[src/rtl/ram_arb.sv]
// -----------------------------------------------------------------------------
// ram_arb -- two-port arbiter in front of a single-port synchronous RAM.
//
// Port A (CPU) and port B (DMA/display) share one memory port. Grants are
// combinational, so an access is accepted in the same cycle it is requested.
// Port A normally wins contention. Port B counts the contention cycles it
// loses, and once that count reaches MAX_WAIT it wins the next contention.
// Writes reach the memory in the accept cycle. Read data comes back one cycle
// later, tagged with the x_rvalid of the port that issued the read.
//
// Parameters
//   ADR_W     byte-address width of both ports and of the memory port
//   MAX_WAIT  lost contention cycles before port B gets priority (1..255)
//
// Ports
//   clk, rst_n              clock, asynchronous active-low reset
//   a_req/a_wr/a_be         port A request, write(1)/read(0), byte(1)/word(0)
//   a_adr/a_wdata           port A byte address and write data
//   a_ack                   port A access accepted this cycle
//   a_rvalid/a_rdata        port A read data (a_rdata is zero unless valid)
//   b_*                     the same signals for port B
//   mem_wr/mem_be           memory write strobe, byte access
//   mem_adr/mem_wdata       memory byte address and write data
//   mem_rdata               memory read data, valid one clk after the address
// -----------------------------------------------------------------------------
module ram_arb #(
  parameter int ADR_W    = 18,
  parameter int MAX_WAIT = 4
) (
  input  logic             clk,
  input  logic             rst_n,
  // port A (CPU)
  input  logic             a_req,
  input  logic             a_wr,
  input  logic             a_be,
  input  logic [ADR_W-1:0] a_adr,
  input  logic [31:0]      a_wdata,
  output logic             a_ack,
  output logic             a_rvalid,
  output logic [31:0]      a_rdata,
  // port B (DMA/display)
  input  logic             b_req,
  input  logic             b_wr,
  input  logic             b_be,
  input  logic [ADR_W-1:0] b_adr,
  input  logic [31:0]      b_wdata,
  output logic             b_ack,
  output logic             b_rvalid,
  output logic [31:0]      b_rdata,
  // memory port
  output logic             mem_wr,
  output logic             mem_be,
  output logic [ADR_W-1:0] mem_adr,
  output logic [31:0]      mem_wdata,
  input  logic [31:0]      mem_rdata
);

  typedef enum logic {
    A_PRI = 1'b0,
    B_PRI = 1'b1
  } pri_e;

  localparam logic [7:0] MAX_W8 = 8'(MAX_WAIT);

  pri_e       state_q, state_d;
  logic [7:0] b_wait_q, b_wait_d;
  logic       a_rvalid_q, b_rvalid_q;
  logic       grant_a, grant_b;

  // Grant, wait counter and priority next-state.
  // NOTE: every signal written here gets a default first, so no path leaves
  // it unassigned and no latch is inferred.
  always_comb begin
    grant_a  = 1'b0;
    grant_b  = 1'b0;
    b_wait_d = b_wait_q;
    state_d  = state_q;

    // rst_n gates the grants directly. That keeps acks and mem_wr low for the
    // whole reset and drops them the moment reset asserts, without waiting
    // for a clock edge.
    if (rst_n) begin
      if (a_req && (!b_req || state_q == A_PRI)) begin
        grant_a = 1'b1;
      end else if (b_req) begin
        grant_b = 1'b1;
      end
    end

    // Count only the cycles B asks and loses. Saturate at MAX_WAIT.
    if (grant_b) begin
      b_wait_d = 8'd0;
    end else if (b_req && b_wait_q != MAX_W8) begin
      b_wait_d = b_wait_q + 8'd1;
    end

    // The switch to B_PRI takes effect in the cycle after the count reaches
    // MAX_WAIT. Priority returns to A right after B is served.
    unique case (state_q)
      A_PRI: if (b_wait_d == MAX_W8) state_d = B_PRI;
      B_PRI: if (grant_b)            state_d = A_PRI;
      default:                       state_d = A_PRI;
    endcase
  end

  // NOTE: sequential state uses non-blocking assignments only, so every
  // register samples values from before the edge regardless of block order.
  always_ff @(posedge clk or negedge rst_n) begin
    if (!rst_n) begin
      state_q    <= A_PRI;
      b_wait_q   <= 8'd0;
      a_rvalid_q <= 1'b0;
      b_rvalid_q <= 1'b0;
    end else begin
      state_q    <= state_d;
      b_wait_q   <= b_wait_d;
      a_rvalid_q <= grant_a & ~a_wr;
      b_rvalid_q <= grant_b & ~b_wr;
    end
  end

  assign a_ack     = grant_a;
  assign b_ack     = grant_b;

  // The memory port follows B only when B is granted. Otherwise it follows A,
  // and when A is idle no strobe is raised.
  assign mem_adr   = grant_b ? b_adr   : a_adr;
  assign mem_be    = grant_b ? b_be    : a_be;
  assign mem_wdata = grant_b ? b_wdata : a_wdata;
  assign mem_wr    = (grant_a & a_wr) | (grant_b & b_wr);

  assign a_rvalid  = a_rvalid_q;
  assign b_rvalid  = b_rvalid_q;
  assign a_rdata   = a_rvalid_q ? mem_rdata : 32'h0;
  assign b_rdata   = b_rvalid_q ? mem_rdata : 32'h0;

endmodule

[config.mk]
export PLATFORM = sky130hd
export DESIGN_NAME = ram_arb
export DESIGN_NICKNAME = d
export VERILOG_FILES = /design/src/rtl/ram_arb.sv
export SDC_FILE = /design/constraint.sdc
export NUM_CORES = 1
export LEC_CHECK = 0
export CELL_PAD_IN_SITES_DETAIL_PLACEMENT = 1
export CELL_PAD_IN_SITES_GLOBAL_PLACEMENT = 2
export CORE_UTILIZATION = 10
export CTS_CLUSTER_SIZE = 24
export DETAILED_ROUTE_END_ITERATION = 6
export PLACE_DENSITY_LB_ADDON = 0.1
export SYNTH_ARGS = -nofsm -noshare
export SYNTH_HDL_FRONTEND = slang
export SYNTH_SLANG_ARGS = --single-unit
[constraint.sdc]
create_clock -name clk -period 2.05 [get_ports clk]
set_input_delay 0.41 -clock clk [delete_from_list [all_inputs] [get_ports clk]]
set_output_delay 0.41 -clock clk [all_outputs]
set_load 0.03 [all_outputs]
==> metrics.yaml <==
yosys:
  seq_area_frac_synth_pct: 16.13
  syn_avg_cell_area_um2: 5.559
  synth_compound_area_share_pct: 7.185
  synth_area_um2: 1707
  muxShareOfSynthArea_pct: 0
  yosys.area_share.adder_pct: 1.466
  ys_types: 36
  synth_seq_cells: 11
  synth_top_family_by_area: "simple AND/OR/NAND/NOR gates"
  synth_simple_gate_area_share_pct: 67.23
  synth-xor-area-share_pct: 2.053
  synthCells: 307
  synth_fp_nets: 449
  synth_warnings: 0
routing:
  vias_per_cell: 3.742
  final_antenna_net_count: 0
  drc: 0
  wl_per_cell_um: 13.59
  drt_pre_antenna_iters: 4
  routed_wl_um: 10820
  initialDrtViolationCount: 38
  vias: 2979
timing:
  hold_ws_ns: 0.4690
  final_max_slew_viol_count: 0
  post-route-period-util_pct: 95.10
  hold_viol: 0
  worstMarginPinSlew_ns: 0.3684
  relSlewSlack_pct: 75.24
  post-route-min-period_ns: 1.950
  max_freq_mhz: 513.0
  worst_clock_skew_ns: 0.0004534
  finalSetupViolations: 0
  layout_setup_ws_ns: 0.1005
  rsz0062_at_grt: "yes"
worst_setup_path:
  worstSetupPathType: "reg -> reg"
  rrSetupSlack_ns: 0.10
  reg2reg_from: "b_wait_q[0]"
  required_ns: 2.19
  reg2reg_to: "state_q"
  end_kind: "register"
  reg2regPathDepth: 7
  arrival_ns: 2.09
  start_kind: "register"
  path_max_fanout: 4
placement:
  dp_hpwl_um: 8978
  portBuffers: 259
  gp_congestion: 0.7396
  dp_slack_ns: -0.2124
  place_area_um2: 4478
final_layout:
  postLayoutCellArea_um2: 4623
  drive_gt1_share_pct: 27.60
  fin_nets: 719
  fillCellCount: 2069
  num_antenna_cells: 0
  syn2layout_area_growth_pct: 170.9
  finalCoreUtilization_pct: 27.78
power:
  p_clk_share_pct: 16.5
  powerDensity_nw_per_um2: 474.8
  pwr-share-seq_pct: 14.6
  leakagePower_nw: 2.320
  p_sw_uw: 925.3
  power.internal_mw: 1.270
  power_frac_comb_pct: 68.9
  p_total_mw: 2.195
  ir_drop_v: 0.0002123
  swShare_pct: 42.15
cts:
  clkSinkCount: 11
  cts_tree: "built"
  clock_path_buffers: 2
  cts_root_buf: "clkbuf_16"
  cts_max_level: 1
  clk_pin_slew_ns: 0.04
  clk_latency_ns: 0.24
  cts_made_buffers: 3
floorplan:
  dieHeight_um: 132.6
  die_w_um: 132.6
  core-area_um2: 16640
  die-area_um2: 17590
  fp-row-count: 47
  start_util_pct: 10.25
  pin_count: 260
grt:
  grt_max_degree: 33
  grt_pass1_wl_um: 16250
  grt_pass1_vias: 3050
  grt_overflow: 0
  grt_usage_pct: 11.72
  antenna_found_initial: 0
run:
  drv_cap: 0
min_path:
  holdCritPathClass: "in -> async"
outcome:
  status: "finished, final reports clean"
==> critical path: stages (launching register included) <==
cell and delay (ns):
dfrtp_1 0.41, inv_2 0.06, ha_1 0.20, and3b_1 0.20
a211o_2 0.36, a211oi_4 0.28, o2111ai_2 0.14, o41ai_2 0.20
==> state kept, by name, summed over array words and instances, names as in the netlist <==
signal and flops:
a_rvalid 1, b_rvalid 1, b_wait_q 8, state_q 1
==> cell usage in the layout, fill, tap and decap left out, types with 4 or more instances in the layout <==
cell	netlist	routed
nand3_1	5	4
nor2_1	4	4
inv_1	5	4
and2_1	64	64
buf_4	0	133
dfrtp_1	11	11
nand2_1	163	163
buf_12	0	9
clkdlybuf4s50_1	0	138
==> stage by stage <==
stage	cells	setup TNS, ns
finish	796	0
global placement	790	-8.986
global route	796	-0.01821
floorplan	307	0
CTS	796	0
detailed placement	790	-8.687
==> kinds of logic after synthesis <==
kind of cell | Yosys count
simple gates | 249
xor+xnor | 4
flops | 11
compound gates | 16
buf+inv | 25
fa+ha+maj | 2
==> synthesized netlist by cell type <==
cell type / number / area (um2)
o21ai_0: 1 / 5.000
nor3_1: 2 / 10.01
nand2_1: 163 / 611.8
o2111ai_1: 1 / 8.760
a21oi_1: 3 / 15.01
a211o_2: 1 / 10.01
inv_2: 1 / 3.750
o41ai_2: 1 / 16.27
nand3b_1: 1 / 7.510
dfrtp_1: 11 / 275.3
nand2b_1: 1 / 6.260
and2_1: 64 / 400.4
clkbuf_1: 18 / 67.56
inv_1: 5 / 18.77
xnor2_1: 2 / 17.52
and3_1: 1 / 6.260
xor2_1: 2 / 17.52
nand4_1: 1 / 6.260
or3_2: 1 / 7.510
nand3_1: 5 / 25.02
nor2_2: 1 / 6.260
o21ai_1: 2 / 10.01
a21o_1: 1 / 7.510
o31ai_1: 1 / 7.510
or4_4: 1 / 11.26
nor2b_1: 1 / 6.260
buf_6: 1 / 11.26
ha_1: 2 / 25.02
and3b_1: 1 / 8.760
nor2_1: 4 / 15.01
nor4_2: 1 / 12.51
or3_1: 1 / 6.260
o311a_2: 1 / 11.26
a211oi_1: 2 / 15.01
o21a_1: 1 / 7.510
a22o_1: 1 / 8.760
==> metal layers <==
metal,vias to the layer above,GRT usage [%],part of all wire [%]
met2,165,23.13,53
met5,-,0,0
met3,2,4.061,11
met4,0,2.107,0.49
li1,1484,-,-
met1,1328,11.76,36
==> worst max-delay path by stage <==
stage                      startpoint            to  slack (ns)
after floorplan               state_q   mem_adr[10]        0.11
after global placement          a_req  mem_wdata[9]       -0.24
after detailed placement        a_req  mem_wdata[9]       -0.21
after CTS                 b_wait_q[0]       state_q       0.001
after global routing      b_wait_q[0]       state_q       -0.02
final                     b_wait_q[0]       state_q        0.10
==> layout make-up <==
cell class / count / area (um2) / share of cell area [%]
inverters: 6 / 27.53 / 0.5954
flip-flops and latches: 11 / 275.3 / 5.954
multi-input cells: 271 / 1369 / 29.61
clock buffers: 4 / 78.83 / 1.705
repair buffers: 284 / 2597 / 56.18
well taps: 220 / 275.3 / 5.954
==> repair_timing <==
action                     4_1_cts  5_1_grt
hold buffers                     0        0
setup endpoints to repair       54       53
cloned                           1        0
resized for setup                8        6
pin swaps                        2        2
buffers inserted                 1        1
==> power groups by stage <==
stage          registers (mW)  clock network, mW  logic, mW
5_1_grt                 0.326              0.385       1.63
4_1_cts                 0.318              0.370       1.51
2_1_floorplan           0.310                  0      0.700
6_report                0.320              0.362       1.51
3_5_place_dp            0.322                  0       1.47
3_3_place_gp            0.327                  0       1.48
(Power assumes the default switching activity.)
